==> config.mk <==
export PLATFORM = sky130hd
export DESIGN_NAME = adder_pipe_seg
export DESIGN_NICKNAME = d
export VERILOG_FILES = /design/src/rtl/adder_pkg.sv /design/src/rtl/adder_seg.sv /design/src/rtl/adder_pipe_seg.sv
export SDC_FILE = /design/constraint.sdc
export NUM_CORES = 1
export LEC_CHECK = 0
export ABC_CLOCK_PERIOD_IN_PS = 2570
export CAP_MARGIN = 20
export CORE_ASPECT_RATIO = 2
export CORE_MARGIN = 1.5
export CORE_UTILIZATION = 49
export CTS_BUF_LIST = sky130_fd_sc_hd__clkbuf_2
export DETAILED_ROUTE_END_ITERATION = 10
export GPL_TIMING_DRIVEN = 0
export PLACE_DENSITY = 0.76
export SETUP_SLACK_MARGIN = 0.3
export SLEW_MARGIN = 20
export SYNTH_ARGS = -nofsm -noshare
export SYNTH_HDL_FRONTEND = slang
export SYNTH_SLANG_ARGS = --single-unit
==> constraint.sdc <==
create_clock -name clk -period 2.57 [get_ports clk]
set_clock_uncertainty 0.2 [all_clocks]
set_input_delay 0.6425 -clock clk [delete_from_list [all_inputs] [get_ports clk]]
set_output_delay 0.6425 -clock clk [all_outputs]
set_load 0.05 [all_outputs]
==> src/rtl/adder_pkg.sv <==
// Shared constants and helpers for the segmented pipelined adder.
// Default geometry, stage count and configuration legality check.
package adder_pkg;

    localparam int ADDER_WIDTH = 9;
    localparam int ADDER_SEG   = 3;

    // One pipeline stage per carry segment.
    function automatic int num_stages(input int width, input int seg);
        return width / seg;
    endfunction

    // Legal geometry: at least 2 bits and whole segments only.
    function automatic bit seg_cfg_ok(input int width, input int seg);
        return (seg > 0) && (width >= 2) && ((width % seg) == 0);
    endfunction

endpackage

==> src/rtl/adder_seg.sv <==
// Combinational SEG-bit add slice with carry in and carry out.
// Instantiated once per pipeline stage.
module adder_seg
    import adder_pkg::*;
#(
    parameter int SEG = ADDER_SEG
) (
    input  logic [SEG-1:0] a,
    input  logic [SEG-1:0] b,
    input  logic           cin,
    output logic [SEG-1:0] s,
    output logic           cout
);

    // Carry chain limited to SEG bits.
    assign {cout, s} = {1'b0, a} + {1'b0, b} + {{SEG{1'b0}}, cin};

endmodule

==> src/rtl/adder_pipe_seg.sv <==
// Pipelined add/subtract, SEG bits of carry resolved per stage.
// Global stall on output backpressure; carry, skew and deskew in regs.
module adder_pipe_seg
    import adder_pkg::*;
#(
    parameter int WIDTH = ADDER_WIDTH,
    parameter int SEG   = ADDER_SEG
) (
    input  logic             clk,
    input  logic             rst_n,
    input  logic             in_valid,
    output logic             in_ready,
    input  logic [WIDTH-1:0] a,
    input  logic [WIDTH-1:0] b,
    input  logic             cin,
    input  logic             sub,
    output logic             out_valid,
    input  logic             out_ready,
    output logic [WIDTH-1:0] s,
    output logic             cout,
    output logic             ovf
);

    localparam int STAGES = num_stages(WIDTH, SEG);
    localparam logic [WIDTH-1:0] SEG_MASK = WIDTH'({SEG{1'b1}});

    if (!seg_cfg_ok(WIDTH, SEG)) begin : g_bad_cfg
        $error("adder_pipe_seg: WIDTH must be >= 2 and a multiple of SEG");
    end

    logic             adv;
    logic [WIDTH-1:0] b_eff;
    logic             c0;

    // Stage registers: valid, carry, operand skew, result deskew.
    logic [STAGES-1:0]            v_q;
    logic [STAGES-1:0]            c_q;
    logic [STAGES-1:0][WIDTH-1:0] a_q;
    logic [STAGES-1:0][WIDTH-1:0] b_q;
    logic [STAGES-1:0][WIDTH-1:0] s_q;

    // Per-stage inputs (from capture or previous stage) and results.
    logic [STAGES-1:0]            pv;
    logic [STAGES-1:0]            pc;
    logic [STAGES-1:0][WIDTH-1:0] pa;
    logic [STAGES-1:0][WIDTH-1:0] pb;
    logic [STAGES-1:0][WIDTH-1:0] ps;
    logic [STAGES-1:0][SEG-1:0]   sum;
    logic [STAGES-1:0]            co;
    logic [STAGES-1:0][WIDTH-1:0] s_nxt;

    // Subtract is a + ~b + ~cin; cout then means "no borrow".
    assign b_eff = sub ? ~b : b;
    assign c0    = sub ? ~cin : cin;

    // Whole pipe moves unless a result is waiting on the consumer.
    assign adv      = !out_valid || out_ready;
    assign in_ready = adv;

    for (genvar k = 0; k < STAGES; k++) begin : g_stage

        if (k == 0) begin : g_head
            assign pv[k] = in_valid;
            assign pc[k] = c0;
            assign pa[k] = a;
            assign pb[k] = b_eff;
            assign ps[k] = '0;
        end else begin : g_body
            assign pv[k] = v_q[k-1];
            assign pc[k] = c_q[k-1];
            assign pa[k] = a_q[k-1];
            assign pb[k] = b_q[k-1];
            assign ps[k] = s_q[k-1];
        end

        adder_seg #(
            .SEG (SEG)
        ) u_seg (
            .a    (pa[k][k*SEG +: SEG]),
            .b    (pb[k][k*SEG +: SEG]),
            .cin  (pc[k]),
            .s    (sum[k]),
            .cout (co[k])
        );

        // Drop this stage's segment into the deskewed result.
        assign s_nxt[k] = (ps[k] & ~(SEG_MASK << (k * SEG)))
                        | (WIDTH'(sum[k]) << (k * SEG));
    end

    // All stages load together on advance, hold together on stall.
    always_ff @(posedge clk) begin
        if (!rst_n) begin
            v_q <= '0;
            c_q <= '0;
            a_q <= '0;
            b_q <= '0;
            s_q <= '0;
        end else if (adv) begin
            v_q <= pv;
            c_q <= co;
            a_q <= pa;
            b_q <= pb;
            s_q <= s_nxt;
        end
    end

    assign out_valid = v_q[STAGES-1];
    assign s         = s_q[STAGES-1];
    assign cout      = c_q[STAGES-1];

    // Same-sign operands producing an opposite-sign result.
    assign ovf = (a_q[STAGES-1][WIDTH-1] == b_q[STAGES-1][WIDTH-1])
              && (s_q[STAGES-1][WIDTH-1] != a_q[STAGES-1][WIDTH-1]);

endmodule

==> flow_summary_export.csv, run 1 <==
group,metric,value,unit
finish,area_growth,26.07,%
critical_path,arrival,1.42,ns
clock_network,hold_buffers,0,
placed_design,io_buffer_count,34,
drt,ant_nets,0,
critical_path,worstSetupStartpointType,"flip-flop",
global_routing,grt_pass1_vias,1590,
critical_path,crit_path_end,"in_ready",
timing,worst_pin_slew,0.4932,ns
timing,clock.fmax,0.4418,GHz
power_and_ir_drop,irDropWorstVdd,0.4657,mV
clock_network,tritoncts.num_buffers,5,
critical_path,critPathMostFrequentCell,"buf_8",
global_routing,grt_first_pass_wirelength,6831,µm
floorplan,boundaryPins,37,
critical_path,r2r_cells,6,
clock_network,cts_tree,"done",
timing,slew-limit-headroom,67.25,%
synth,synth_warnings,0,
drt,drtPass1Iterations,4,
critical_path,startpoint,"v_q[2]",
drt,post-route-drc-count,0,
synth,ys_ff_latch,44,
clock_network,cts_max_level,2,
floorplan,fp-row-count,32,
global_routing,antenna_found_initial,0,
outcome,status,"complete, no violations",
critical_path,r2r_slack,0.74,ns
synth,synth.cell_area,2011,µm²
timing,hold_violations,0,
synth,yosysSeqAreaShare,43.81,%
min_path,hold_path_class,"flip-flop to flip-flop",
global_routing,track_usage,21.27,%
power_and_ir_drop,power_per_cell_area,562.5,nW/µm²
floorplan,chipHeight,93.59,µm
drt,wire_per_inst,13.05,µm
timing,slew_violations,0,
critical_path,r2r-end,"ps[22]",
floorplan,core,3884,µm²
critical_path,path_max_fanout,4,
critical_path,critical_path_class,"flip-flop to output pin",
timing,final.period_utilization,88.07,%
synth,ys_types,23,
drt,drt-total-wl,4267,µm
critical_path,r2r-start,"a_q[3]",
clock_network,cts.sinks,44,
run,cap_violations,0,
timing,rsz0062_at_grt,"true",
drt,drt_iter0_markers,29,
clock_network,clock_path_buffers,2,
drt,vias,1627,
clock_network,clk_latency,0.40,ns
finish,drive_gt1_share,12.32,%
clock_network,clockRootBuffer,"clkbuf_2",
finish,fin_cells,327,
critical_path,max_stage_delay,0.37,ns
timing,worst_slack,0.3066,ns
critical_path,required,1.73,ns
drt,via_per_inst,4.976,
finish,utilization,65.27,%
synth,synth_fp_nets,262,
timing,whs,0.2700,ns
placed_design,gp_congestion,0.8311,
floorplan,die_area,4520,µm²
timing,min_period,2.263,ns
timing,setup_viol,0,
critical_path,cp_cell_sequence,"nor2b_4, buf_6, inv_4, buf_8, buf_8, buf_8",
clock_network,path_clk_slew,0.22,ns
critical_path,crit_path_top_delay_cell,"dfxtp_2",
power_and_ir_drop,cellLeakagePower,1.101,nW
placed_design,dp.cells,311,
global_routing,overflow,0,
finish,fill_cells,362,
global_routing,grt_max_degree,14,
critical_path,cp-end-kind,"output pin",
finish,num-nets-final,311,
placed_design,hpwl,3122,µm
placed_design,dp_slack,-0.8019,ns
floorplan,die_w,48.30,µm
synth,syn_inst,226,
finish,n_antenna_cell,0,
synth,avgSynthCellArea,8.897,µm²
power_and_ir_drop,power.total,1.426,mW
floorplan,start_util,51.77,%
## worst max-delay path, delay by kind of cell (launching register included)
family                 cells  cell delay (ns)
AND/OR/NAND/NOR            1             0.13
flip-flops                 1             0.37
buffers and inverters      5             0.52
## power by group
| group | total, mW | internal [mW] | switching, mW |
|---|---|---|---|
| logic | 0.278 | 0.127 | 0.151 |
| registers | 0.772 | 0.739 | 0.0323 |
| clock network | 0.376 | 0.159 | 0.218 |
| total | 1.43 | 1.03 | 0.401 |
## cells in the final DEF, fill, tap and decap left out, types with 7 or more instances in the layout
cell	count
xnor2_1	11
dfxtp_1	43
buf_4	9
clkbuf_2	7
o21ai_0	13
dlygate4sd2_1	10
clkdlybuf4s50_1	20
nand2_1	61
a21boi_0	16
a21oi_1	11
a21boi_1	11
inv_1	11
## timing repair
action | in CTS | in global routing
buffers inserted | 1 | 7
endpoints found under the hold margin | 0 | 0
resized for setup | 25 | 9
setup endpoints to repair | 13 | 3
## worst min-delay path by stage
stage	startpoint	endpoint	slack [ns]	cells after the start
3_5_place_dp	a_q[3]	a_q[3]	0.25	2
6_report	a_q[6]	a_q[6]	0.27	2
2_1_floorplan	a_q[3]	a_q[3]	0.23	2
5_1_grt	a_q[7]	a_q[7]	0.28	2
4_1_cts	a_q[3]	a_q[3]	0.27	2
3_3_place_gp	b_q[7]	b_q[16]	0.24	2
## synth_stat cells
master / instances / area share [%]
o21ai_1: 1 / 0.25
nor2b_1: 3 / 0.93
nand2_1: 61 / 11
clkbuf_1: 4 / 0.75
buf_2: 6 / 1.5
a21oi_1: 11 / 2.7
nor2b_4: 1 / 0.68
o21ai_0: 14 / 3.5
dfxtp_1: 44 / 44
buf_6: 5 / 2.8
inv_2: 1 / 0.19
xor2_1: 2 / 0.87
xnor2_1: 11 / 4.8
inv_1: 11 / 2.1
o211a_1: 4 / 2.0
o21a_1: 1 / 0.37
buf_4: 1 / 0.37
nand3_1: 2 / 0.50
a21boi_1: 11 / 4.1
nor2_1: 4 / 0.75
a21boi_0: 16 / 6.0
ha_1: 6 / 3.7
fa_1: 6 / 6.0
## flip-flops by register name (all words and copies together), names as in the netlist
| register | flops |
|---|---|
| ps | 9 |
| v_q | 3 |
| c_q | 3 |
| b_q | 10 |
| s | 9 |
| a_q | 10 |
## cell type report
class	instances	area, µm²	share of cell area (%)
clock inverter	3	37.54	1.481
clock buffer	5	25.02	0.9872
sequential	44	882.1	34.80
multi-input combinational	154	978.4	38.60
buffer	16	122.6	4.837
inverter	12	47.55	1.876
tap	51	63.81	2.517
timing repair buffer	42	377.9	14.91
## cell families after synthesis
group,Yosys count,share of synthesized area (%)
XOR/XNOR,13,5.663
adder cells (fa/ha/maj),12,9.708
flip-flops,44,43.81
AND/OR/NAND/NOR,71,14.25
buffers and inverters,28,7.654
AO/OA/AOI/OAI,58,18.92
## through the flow
step	setup TNS, ns	instance area (µm²)
global route	0	2535
global placement	-0.8044	2420
finish	0	2535
CTS	0	2489
detailed placement	-0.8199	2420
floorplan	0	2016
## routing by layer
metal | global-route usage, % | wire, µm | part of all wire [%] | vias up
met5 | 0 | 0 | 0 | -
met4 | 9.459 | 94 | 2.2 | 0
met3 | 5.019 | 146 | 3.4 | 7
met2 | 37.28 | 2411 | 57 | 38
met1 | 21.82 | 1614 | 38 | 759
li1 | - | - | - | 823
No activity file was read; power rests on OpenSTA's default activity.
==> inputs of run 2 (changes only) <==
--- a/config.mk
+++ b/config.mk
@@ -13,6 +13,7 @@
 export CTS_BUF_LIST = sky130_fd_sc_hd__clkbuf_2
 export DETAILED_ROUTE_END_ITERATION = 10
 export GPL_TIMING_DRIVEN = 0
+export MAX_ROUTING_LAYER = met4
 export PLACE_DENSITY = 0.76
 export SETUP_SLACK_MARGIN = 0.3
 export SLEW_MARGIN = 20
==> run 2 against run 1 <==
Effect of this change:
- sequential power about the same
- routed wire length down 0.70%
- setup slack better by 0.0059 ns
- combinational power about the same
- utilization down 0.19 points
- power about the same
- final cell count down 0.31%
- critical endpoint unchanged
- largest cell class unchanged
==> flow_summary_export.csv, run 2 (synthesized netlist as in run 1, its figures left out) <==
group,metric,value,unit
outcome,status,"complete, no violations",
clock_network,hold_buffers,0,
timing,worst_slack,0.3125,ns
floorplan,boundaryPins,37,
floorplan,die_area,4520,µm²
finish,utilization,65.08,%
global_routing,busiest_layer,"met2",
clock_network,clockRootBuffer,"clkbuf_2",
clock_network,clk_latency,0.40,ns
critical_path,max_stage_delay,0.37,ns
critical_path,crit_path_top_delay_cell,"dfxtp_2",
floorplan,core,3884,µm²
clock_network,cts.sinks,44,
placed_design,placed_area,2420,µm²
critical_path,worstSetupStartpointType,"flip-flop",
finish,layout_commonest_cell,"nand2_1",
critical_path,required,1.73,ns
global_routing,track_usage,21.82,%
critical_path,critPathMostFrequentCell,"buf_8",
drt,post-route-drc-count,0,
drt,ant_nets,0,
floorplan,fp-row-count,32,
finish,drive_gt1_share,12.00,%
drt,vias,1616,
floorplan,die_w,48.30,µm
finish,fin_area,2527,µm²
critical_path,cp_cell_sequence,"nor2b_4, buf_6, inv_4, buf_8, buf_8, buf_8",
placed_design,hpwl,3122,µm
placed_design,io_buffer_count,34,
drt,drtPass1Iterations,4,
finish,n_antenna_cell,0,
global_routing,grt_pass1_vias,1590,
clock_network,cts_tree,"done",
run,cap_violations,0,
critical_path,arrival,1.42,ns
clock_network,path_clk_slew,0.21,ns
critical_path,cp-end-kind,"output pin",
global_routing,grt_first_pass_wirelength,6851,µm
drt,drt-total-wl,4237,µm
placed_design,gp_congestion,0.8438,
placed_design,dp_slack,-0.8019,ns
global_routing,antenna_found_initial,0,
finish,num-nets-final,310,
power_and_ir_drop,power_per_cell_area,563.6,nW/µm²
clock_network,cts_max_level,2,
critical_path,critical_path_class,"flip-flop to output pin",
drt,wire_per_inst,13.00,µm
floorplan,chipHeight,93.59,µm
timing,final.period_utilization,87.84,%
timing,clock.fmax,0.4430,GHz
clock_network,tritoncts.num_buffers,5,
timing,slew_violations,0,
clock_network,clock_path_buffers,2,
critical_path,crit_buf_inv,5,
timing,min_period,2.258,ns
timing,hold_violations,0,
finish,reg_top3,"a_q (10), b_q (10)",
global_routing,grtUsageMet1,22.07,%
drt,via_per_inst,4.957,
timing,worst_pin_slew,0.4932,ns
global_routing,gr-usage-met3,5.019,%
global_routing,met2_usage,37.17,%
timing,rsz0062_at_grt,"true",
timing,fin_tns_setup,0,ns
drt,drt_iter0_markers,18,
finish,fin_cells,326,
critical_path,path_max_fanout,4,
global_routing,grt_max_degree,14,
timing,slew-limit-headroom,67.25,%
finish,final_cell_mix,"61 x nand2_1, 43 x dfxtp_1, 20 x clkdlybuf4s50_1",
timing,setup_viol,0,
placed_design,dp.cells,311,
power_and_ir_drop,irDropWorstVdd,0.4634,mV
power_and_ir_drop,cellLeakagePower,1.096,nW
critical_path,critPathTopFamily,"buffers and inverters",
finish,area_growth,25.70,%
floorplan,start_util,51.77,%
min_path,hold_path_class,"flip-flop to flip-flop",
global_routing,overflow,0,
-- run 2: power by group --
group	leakage, nW	internal (mW)	switching (mW)	total, mW
sequential	0.363	0.739	0.0324	0.772
combinational	0.694	0.127	0.150	0.277
clock	0.0380	0.159	0.217	0.376
-- run 2: area by class of cell --
class                   instances  area, µm²
well taps                      51      63.81
clock buffers                   5      25.02
flip-flops and latches         44      882.1
inverters                      12      47.55
repair buffers                 41      370.4
multi-input cells             154      978.4
fillers                       362       1356
plain buffers                  16      122.6
clock inverters                 3      37.54
-- run 2: tightest hold or removal path: stages (launching register included) --
cell and delay [ns]:
dfxtp_1 0.36, nand2_1 0.05, a21boi_1 0.05
-- run 2: path summary, 6_finish.rpt --
kind                            endpoint  slack, ns  cells after the start    start
worst max-delay path            in_ready       0.31                      6   v_q[2]
worst min register to register    a_q[6]       0.27                      2   a_q[6]
worst max register to register      s[8]       0.74                      6  a_q[15]
worst min-delay path              a_q[6]       0.27                      2   a_q[6]
-- run 2: what timing repair did --
item	4_1_cts	5_1_grt
setup endpoints to repair	13	3
resized for setup	25	9
buffers inserted	1	6
-- run 2: per-layer routing --
layer / wire length (µm) / vias up
met5: 0 / -
met4: 93 / 0
met3: 131 / 7
met2: 2407 / 34
met1: 1604 / 755
li1: - / 820
-- run 2: stage by stage --
| step | hold slack [ns] | power [mW] |
|---|---|---|
| 2_1_floorplan | 0.2307 | 0.9633 |
| 3_3_place_gp | 0.2352 | 1.056 |
| 3_5_place_dp | 0.2451 | 1.068 |
| 4_1_cts | 0.2684 | 1.428 |
| 5_1_grt | 0.2833 | 1.490 |
| 6_report | 0.2696 | 1.425 |
